**src/rtl/vga_pkg.sv**
```systemverilog
// +----------------------------------------------------------------------+
// | vga_pkg: shared types and constants for the VGA pixel path.          |
// | Rev 1.0                                                              |
// +----------------------------------------------------------------------+
`default_nettype none

package vga_pkg;

  typedef enum logic [1:0] {
    SYNC       = 2'd0,
    BACKPORCH  = 2'd1,
    ACTIVE     = 2'd2,
    FRONTPORCH = 2'd3
  } vga_state_t;

  typedef enum logic {
    F_IDLE = 1'b0,
    F_REQ  = 1'b1
  } fetch_state_t;

  localparam int WORD_BITS    = 32;
  localparam int H_ACTIVE_DEF = 640;

endpackage

`default_nettype wire

```
**src/rtl/vga_word_buffer.sv**
```systemverilog
// +----------------------------------------------------------------------+
// | vga_word_buffer: shift register SR backed by holding register HR.    |
// | Rev 1.0                                                              |
// +----------------------------------------------------------------------+
`default_nettype none

module vga_word_buffer
  import vga_pkg::*;
(
  input  logic                 clk,
  input  logic                 rst,
  input  logic                 flush_i,
  input  logic                 load_sr_i,
  input  logic                 load_hr_i,
  input  logic                 shift_i,
  input  logic                 reload_i,
  input  logic [WORD_BITS-1:0] word_i,
  output logic                 msb_o,
  output logic                 sr_valid_o,
  output logic                 hr_valid_o,
  output logic                 empty_o
);

  logic [WORD_BITS-1:0] sr_q, sr_d, hr_q, hr_d;
  logic                 srv_q, srv_d, hrv_q, hrv_d;

  // A load into HR is applied after the reload so a word arriving on the
  // reload cycle refills HR instead of being lost.
  always_comb begin
    sr_d  = sr_q;
    srv_d = srv_q;
    hr_d  = hr_q;
    hrv_d = hrv_q;
    if (flush_i) begin
      srv_d = 1'b0;
      hrv_d = 1'b0;
    end else begin
      if (reload_i) begin
        sr_d  = hr_q;
        srv_d = hrv_q;
        hrv_d = 1'b0;
      end else if (shift_i) begin
        sr_d = {sr_q[WORD_BITS-2:0], 1'b0};
      end
      if (load_sr_i) begin
        sr_d  = word_i;
        srv_d = 1'b1;
      end
      if (load_hr_i) begin
        hr_d  = word_i;
        hrv_d = 1'b1;
      end
    end
  end

  always_ff @(posedge clk or posedge rst) begin
    if (rst) begin
      sr_q  <= '0;
      hr_q  <= '0;
      srv_q <= 1'b0;
      hrv_q <= 1'b0;
    end else begin
      sr_q  <= sr_d;
      hr_q  <= hr_d;
      srv_q <= srv_d;
      hrv_q <= hrv_d;
    end
  end

  assign msb_o      = sr_q[WORD_BITS-1];
  assign sr_valid_o = srv_q;
  assign hr_valid_o = hrv_q;
  assign empty_o    = !srv_q && !hrv_q;

endmodule

`default_nettype wire

```
**src/rtl/vga_pixel_shifter.sv**
```systemverilog
// +----------------------------------------------------------------------+
// | vga_pixel_shifter: fetches frame words and serialises them MSB-first |
// | into a 1-bpp pixel stream. Rev 1.0                                   |
// +----------------------------------------------------------------------+
`default_nettype none

module vga_pixel_shifter
  import vga_pkg::*;
#(
  parameter logic [31:0] BASE_ADDR  = 32'h0,
  parameter int          PIX_REPEAT = 2,
  parameter int          H_ACTIVE   = H_ACTIVE_DEF
) (
  input  logic                 clk,
  input  logic                 rst,
  input  logic [1:0]           VGA_state,
  input  logic                 frame_start,
  input  logic [WORD_BITS-1:0] data_to_VGA,
  input  logic                 data_valid,
  output logic                 word_req,
  output logic [31:0]          VGA_request_address,
  output logic                 pixel_out,
  output logic                 underrun
);

  localparam int WORDS_PER_LINE = H_ACTIVE / (WORD_BITS * PIX_REPEAT);
  localparam int FW             = $clog2(WORDS_PER_LINE + 1);
  localparam int RW             = (PIX_REPEAT > 1) ? $clog2(PIX_REPEAT) : 1;
  localparam logic [FW-1:0] WPL_C    = FW'(WORDS_PER_LINE);
  localparam logic [RW-1:0] REP_LAST = RW'(PIX_REPEAT - 1);
  localparam logic [31:0]   WPL_ADDR = 32'(WORDS_PER_LINE);

  fetch_state_t  fst_q, fst_d;
  logic [31:0]   addr_q, addr_d, base_q, base_d;
  logic [FW-1:0] fetched_q, fetched_d;
  logic [RW-1:0] rep_q, rep_d;
  logic [4:0]    bit_q, bit_d;
  logic          underrun_q, underrun_d, pixel_q, pixel_d, act_q, act_d;

  vga_state_t st;
  logic in_active, line_end, shifting, rep_wrap, reload;
  logic flush, load_sr, load_hr;
  logic msb, sr_valid, hr_valid, buf_empty;

  assign st        = vga_state_t'(VGA_state);
  assign in_active = (st == ACTIVE);
  assign line_end  = act_q && !in_active;
  assign shifting  = in_active && sr_valid;
  assign rep_wrap  = shifting && (rep_q == REP_LAST);
  assign reload    = rep_wrap && (bit_q == 5'd31);

  vga_word_buffer u_buf (
    .clk        (clk),
    .rst        (rst),
    .flush_i    (flush),
    .load_sr_i  (load_sr),
    .load_hr_i  (load_hr),
    .shift_i    (rep_wrap && !reload),
    .reload_i   (reload),
    .word_i     (data_to_VGA),
    .msb_o      (msb),
    .sr_valid_o (sr_valid),
    .hr_valid_o (hr_valid),
    .empty_o    (buf_empty)
  );

  always_comb begin
    fst_d      = fst_q;
    addr_d     = addr_q;
    base_d     = base_q;
    fetched_d  = fetched_q;
    rep_d      = rep_q;
    bit_d      = bit_q;
    underrun_d = underrun_q;
    act_d      = in_active;
    pixel_d    = shifting ? msb : 1'b0;
    flush      = 1'b0;
    load_sr    = 1'b0;
    load_hr    = 1'b0;
    if (frame_start) begin
      fst_d      = F_IDLE;
      addr_d     = BASE_ADDR;
      base_d     = BASE_ADDR;
      fetched_d  = '0;
      rep_d      = '0;
      bit_d      = '0;
      underrun_d = 1'b0;
      pixel_d    = 1'b0;
      flush      = 1'b1;
    end else if (line_end) begin
      // Realign from the line base so a stalled line cannot skew the next.
      fst_d     = F_IDLE;
      addr_d    = base_q + WPL_ADDR;
      base_d    = base_q + WPL_ADDR;
      fetched_d = '0;
      rep_d     = '0;
      bit_d     = '0;
      flush     = 1'b1;
    end else begin
      case (fst_q)
        F_IDLE: begin
          if ((st == BACKPORCH || in_active) && !hr_valid && fetched_q < WPL_C)
            fst_d = F_REQ;
        end
        F_REQ: begin
          if (data_valid) begin
            if (buf_empty && !in_active) load_sr = 1'b1;
            else                         load_hr = 1'b1;
            addr_d    = addr_q + 32'd1;
            fetched_d = fetched_q + FW'(1);
            fst_d     = F_IDLE;
          end
        end
        default: fst_d = F_IDLE;
      endcase
      if (shifting) begin
        rep_d = rep_wrap ? '0 : rep_q + RW'(1);
        if (rep_wrap) bit_d = bit_q + 5'd1;
      end
      // Once every word of the line has been fetched, an empty HR is expected.
      if (reload && !hr_valid && fetched_q != WPL_C)
        underrun_d = 1'b1;
    end
  end

  always_ff @(posedge clk or posedge rst) begin
    if (rst) begin
      fst_q      <= F_IDLE;
      addr_q     <= BASE_ADDR;
      base_q     <= BASE_ADDR;
      fetched_q  <= '0;
      rep_q      <= '0;
      bit_q      <= '0;
      underrun_q <= 1'b0;
      pixel_q    <= 1'b0;
      act_q      <= 1'b0;
    end else begin
      fst_q      <= fst_d;
      addr_q     <= addr_d;
      base_q     <= base_d;
      fetched_q  <= fetched_d;
      rep_q      <= rep_d;
      bit_q      <= bit_d;
      underrun_q <= underrun_d;
      pixel_q    <= pixel_d;
      act_q      <= act_d;
    end
  end

  assign word_req            = (fst_q == F_REQ);
  assign VGA_request_address = addr_q;
  assign pixel_out           = pixel_q;
  assign underrun            = underrun_q;

endmodule

`default_nettype wire

```
**config.mk**
```make
export PLATFORM = sky130hd
export DESIGN_NAME = vga_pixel_shifter
export DESIGN_NICKNAME = d
export VERILOG_FILES = /design/src/rtl/vga_pkg.sv /design/src/rtl/vga_word_buffer.sv /design/src/rtl/vga_pixel_shifter.sv
export SDC_FILE = /design/constraint.sdc
export NUM_CORES = 1
export LEC_CHECK = 0
export ABC_AREA = 0
export BUFFER_PORTS_ARGS = -buffer_cell sky130_fd_sc_hd__buf_2
export CAP_MARGIN = 20
export CORE_AREA = 3 3 127 129
export CTS_CLUSTER_DIAMETER = 100
export DETAILED_ROUTE_END_ITERATION = 7
export DIE_AREA = 0 0 130 132
export MAX_ROUTING_LAYER = met4
export PLACE_DENSITY = 0.75
export RECOVER_POWER = 25
export SLEW_MARGIN = 20
export SYNTH_ARGS = -nofsm -noshare
export SYNTH_HDL_FRONTEND = slang
export SYNTH_SLANG_ARGS = --single-unit
```
**constraint.sdc**
```tcl
create_clock -name clk -period 9.49 [get_ports clk]
set_input_delay 1.898 -clock clk [delete_from_list [all_inputs] [get_ports clk]]
set_output_delay 1.898 -clock clk [all_outputs]
set_load 0.05 [all_outputs]
```
; Word-level counts from Yosys, hierarchy flattened
; Cells that the tools add are included.
[totals]
reg_bits = 144
output_inout_bits = 35
word_cells = 105
[classes]
addsub = 5
magnitude_cmp = 1
n_eq_ne = 5
n_mux = 49
n_bitwise = 2
reduce_logical = 30
[op_table]
columns = operator, count
row1 = $mux 32, 9
row2 = $add 32x1->32 const B, 1
row3 = $add 32x4->32 const B, 1
row4 = $mux 1, 31
row5 = $reduce_bool 3->1, 7
row6 = $mux 5, 4
row7 = $mux 4, 4
row8 = $logic_and 1x1->1, 11
row9 = $reduce_and 2->1, 5
row10 = $add 5x1->5 const B, 1
row11 = $eq 5x5->1 const B, 1
row12 = $add 4x1->4 const B, 1
row13 = $logic_not 1->1, 4
row14 = $lt 4x4->1 const B, 1
row15 = $ne 4x4->1 const B, 1
row16 = $reduce_bool 2->1, 2
row17 = $eq 2x1->1 const B, 1
row18 = $eq 2x2->1 const B, 1
row19 = $ne 2x2->1 const B, 1
row20 = $not 1->1, 2
row21 = $pmux 1 s2, 1
row22 = $add 1x1->1 const B, 1
row23 = $logic_or 1x1->1, 1

; Depth between registers and ports, before layout
[logic_depth]
depth_word = 10
mapped_depth = 10
depth_no_buf = 7

; Cells and area by module
; Synthesis repeated with hierarchy kept, for this count alone.
[hier_totals]
hier_cells = 762
hier_area_um2 = 7781.2
[by_module_without_submodules]
columns = module, instances, cells_per_inst, area_each_um2, seq_area_each_um2
row1 = vga_pixel_shifter, 1, 502, 4511.8, 1926.8
row2 = vga_word_buffer, 1, 260, 3269.4, 1651.6

; Worst setup path after synthesis
; Ideal clock, no wire load.
[synth_timing]
kind = in2reg
from = input VGA_state[0]
to = register u_buf.hr_q[10]
arrival_ns = 3.607
required_time_ns = 9.365
slack_ns = 5.758
path_stages = 8
path_buffers = 2
path_cell_list = inv_1 -> ha_1 -> nand2b_1 -> clkbuf_1 -> nand2_1 -> nor3_2 -> buf_2 -> mux2_2
[synth_via]
elab_chain_cells = 9
elab_cells_between_ends = 13
classes_between = 1 x eq/ne / 7 x mux / 1 x bitwise / 4 x reduce/logical
[synth_rtl]
columns = element, line_no
row1 = from (decl), vga_pixel_shifter.sv:16  ; input logic [1:0] VGA_state,
row2 = $eq 2x2->1 (*), vga_pixel_shifter.sv:46  ; assign in_active = (st == ACTIVE);
row3 = via act_d, vga_pixel_shifter.sv:38  ; logic underrun_q, underrun_d, pixel_q, pixel_d, act_q, act_d;
row4 = $logic_not 1->1 (*), "vga_pixel_shifter.sv:47, vga_pixel_shifter.sv:107"
row5 = $logic_and 1x1->1, vga_pixel_shifter.sv:107  ; if (buf_empty && !in_active) load_sr = 1'b1;
row6 = $mux 1, vga_pixel_shifter.sv:107
row7 = $mux 1, vga_pixel_shifter.sv:106  ; if (data_valid) begin
row8 = $mux 1, vga_pixel_shifter.sv:100  ; case (fst_q)
row9 = $mux 1, vga_pixel_shifter.sv:90  ; end else if (line_end) begin
row10 = $mux 1, vga_pixel_shifter.sv:80  ; if (frame_start) begin
row11 = $reduce_and 2->1 (no line) (*), n/a
row12 = to (signal assigned), vga_word_buffer.sv:64  ; hr_q <= hr_d;
row13 = to (decl), vga_word_buffer.sv:24  ; logic [WORD_BITS-1:0] sr_q, sr_d, hr_q, hr_d;
; Mark *: on every way through the listed nets, which the timed path passes. The rest lies on a longest branch.
; A chain may end at the register's enable or synchronous reset.

==> flow_summary_export.csv <==
group,metric,value,unit
layout,nNetsFinal,895,
layout,fin_cells,1051,
synthesis,synth-seq-cells,143,
worst_setup_path,critPathMaxStageDelay,1.52,ns
pwr,p_per_area,194,nW/um2
synthesis,synth_edf_count,0,
routing,wl_per_cell,17.7,um
synthesis,async_flop_share,100,%
run_status,violations,"capacitance limit, slew limit",
floorplan,initial_utilization,50.5,%
job,drv_cap,2,
cts,cts_tree,"built",
synthesis,synth.area.top_cells,"dfrtp_1, nand2_1, xor2_1, mux2_2, nor2_1",
routing,vias,6184,
sta,hold_violations,0,
synthesis,yosys.area.top_type_share,46.8,%
synthesis,synth_xor_area_share,9.16,%
layout,num_antenna_cells,0,
sta,worst_pin_slew,2.73,ns
synthesis,synth_largest_area_cell,"dfrtp_1",
floorplan,fp-row-count,45,
synthesis,synth_simple_gate_area_share,22.8,%
floorplan,fp.dieArea,17200,um2
worst_setup_path,worst-path-buf-inv,3,
routing,route.detailed.drc,0,
layout,drive_gt1_share,21.4,%
pwr,p_leak,3.72,nW
synthesis,syn_area,7650,um2
worst_setup_path,crit_type,"in2async",
routing,wirelength,18.6,mm
placement,dpl.hpwl,12.0,mm
sta,slew_viol_final,101,
worst_setup_path,critical-path-top-delay-family,"buffers and inverters",
synthesis,syn-num-nets,851,
cts,cts_max_path_buffers,2,
sta,period_share,51.7,%
sta,period_needed,4.91,ns
placement,port_buffers,72,
synthesis,synth_cells,806,
global_route,grt_max_degree,81,
global_route,grt_pass1_wl,30.4,mm
global_route,gr-usage-all-layers,22.7,%
routing,drt_iter0_markers,564,
synthesis,synth_cell_type_count,55,
routing,first_pass_iters,5,
placement,place.gp.congestion,0.900,
synthesis,yosysWarnings,0,
sta,maxSlewHeadroom,-82.8,%
cts,cts_made_buffers,17,
floorplan,die_h,132,um
synthesis,ys_seq_area_share,46.8,%
sta,fin_tns_setup,0,ns
synthesis,muxShareOfSynthArea,4.97,%
worst_setup_path,critPathMaxFanout,64,
worst_setup_path,start_kind,"primary input",
cts,cts_htree_levels,4,
synthesis,synth_compound_area_share,11.6,%
cts,worst_skew_pair.late_latency,0.44,ns
layout,final_cell_mix,"dfrtp_1, nand2_1, nor2_1, buf_2, xor2_1",
placement,dp_cells,1018,
pwr,ir_drop,135,uV
worst_setup_path,cpMostUsedCell,"clkbuf_1",
global_route,antenna_found_initial,0,
worst_setup_path,path_cells,"clkbuf_1 -> clkinvlp_2 -> clkbuf_1",
cts,post_cts_buffers,0,
cts,clock-sinks,143,
cts,postCtsHoldBufs,0,
cts,cts_root_buffer,"clkbuf_16",
cts,post_cts_resized,0,
routing,vias_per_cell,5.88,
synthesis,synthAdderAreaFrac,1.14,%
sta,rsz0062_at_grt,"false",
floorplan,ios,73,
routing,ant_nets,0,
layout,layout_commonest_cell,"dfrtp_1",
worst_setup_path,crit_arrival,5.06,ns
hold_path,min_path_type,"reg2reg",
floorplan,die_x,130,um
global_route,grt-ovfl-total,0,
global_route,grt_pass1_vias,5998,
worst_setup_path,worst_ep_required_time,9.64,ns
floorplan,core,15100,um2
run_status,status,"finished, violations left",
sta,fin_skew,0.0115,ns
synthesis,synth_top_family_by_area,"simple AND/OR/NAND/NOR gates",
synthesis,syn-mean-instance-area,9.49,um2
cts,path_clk_slew,0.07,ns
sta,max_freq,204,MHz
layout,area_growth,14.0,%
sta,setup_viol,0,
worst_setup_path,end_kind,"asynchronous set/reset pin",
worst_setup_path,slowest_stage,"clkinvlp_2",
synthesis,ys.flop_type,"dfrtp_1",
==> synthesized netlist by cell type (4+ instances only) <==
cell type,count
dfrtp_1,143
a31oi_1,22
nor4_1,13
nand2_1,114
a211oi_1,15
nor4_2,7
nand3_1,21
nand4_1,40
clkbuf_1,31
nor3b_1,4
xor2_1,47
a21oi_1,19
inv_1,11
nor2_1,79
and2_1,6
o22ai_1,23
ha_1,7
mux2_2,32
a31o_2,18
xnor2_1,33
nor3_1,14
and4_1,5
buf_2,12
or3_1,4
and3_1,8
o21ai_0,26
nor3_2,4
buf_1,9
==> power breakdown <==
group | switching (W) | total, W | internal, W
clock | 0.000311 | 0.000692 | 0.000381
combinational | 0.000128 | 0.000234 | 0.000105
sequential | 0.0000626 | 0.000769 | 0.000706
total | 0.000502 | 0.00169 | 0.00119
==> cell type report <==
cell class	instances	area, um2
fillers	1323	6430
multi-input cells	596	3810
flip-flops and latches	143	3580
repair buffers	81	435
clock buffers	17	425
well taps	188	235
clock inverters	15	191
inverters	11	42.5
==> cell families (layout without fill, tap and decap cells) <==
family                     Yosys count  count (layout)
AOI/OAI and AO/OA                  136             136
buffers and inverters               67             124
DFF                                143             143
muxes                               34              34
xor gates and xnor gates            80              80
adders and majority gates            7               7
and+or+nand+nor                    339             339
==> metrics by stage <==
stage / setup WS [ns] / utilization [%] / total power (W) / instance area (um2) / hold slack, ns
after global routing: 3.84 / 57.6 / 0.00177 / 8720 / 0.520
final: 4.58 / 57.6 / 0.00169 / 8720 / 0.510
after floorplan: 3.75 / - / 0.000945 / 7650 / 0.480
after global placement: 4.88 / 53.4 / 0.00100 / 8090 / 0.489
after detailed placement: 4.77 / 53.4 / 0.00101 / 8090 / 0.496
after CTS: 5.26 / 57.5 / 0.00171 / 8700 / 0.512
==> per-layer routing <==
metal | global-route usage (%) | vias up | wire length, um
met5 | - | - | 0
met4 | 6.76 | 0 | 303
met3 | 4.70 | 30 | 984
met2 | 36.0 | 161 | 8980
met1 | 29.5 | 3018 | 8340
li1 | - | 2975 | -
==> worst reg2reg max path, delay by kind of cell, from the launching register on <==
kind             cells  cell delay (ns)
AND/OR/NAND/NOR      3             1.91
AO/OA/AOI/OAI        2             0.33
flip-flops           1             0.48
==> flip-flops by register name, indices dropped and copies added (netlist names) <==
signal / count
u_buf.sr_valid_o: 1
act_q: 1
fetched_q: 4
underrun: 1
u_buf.hr_q: 32
bit_q: 5
u_buf.hr_valid_o: 1
rep_q: 1
base_q: 31
u_buf.sr_q: 32
VGA_request_address: 32
pixel_out: 1
word_req: 1
==> path summary, 6_finish.rpt <==
kind | start | endpoint | slack [ns] | cells past startpoint
min in group asynchronous | rst | u_buf.hr_q[27] | 2.20 | 2
max | rst | base_q[24] | 4.58 | 3
min | u_buf.hr_q[24] | u_buf.hr_q[24] | 0.51 | 1
max in group clk | VGA_state[0] | u_buf.hr_q[29] | 5.25 | 9
max reg2reg | word_req | u_buf.sr_q[12] | 6.68 | 5
min reg2reg | u_buf.hr_q[24] | u_buf.hr_q[24] | 0.51 | 1
(Power assumes the default switching activity.)
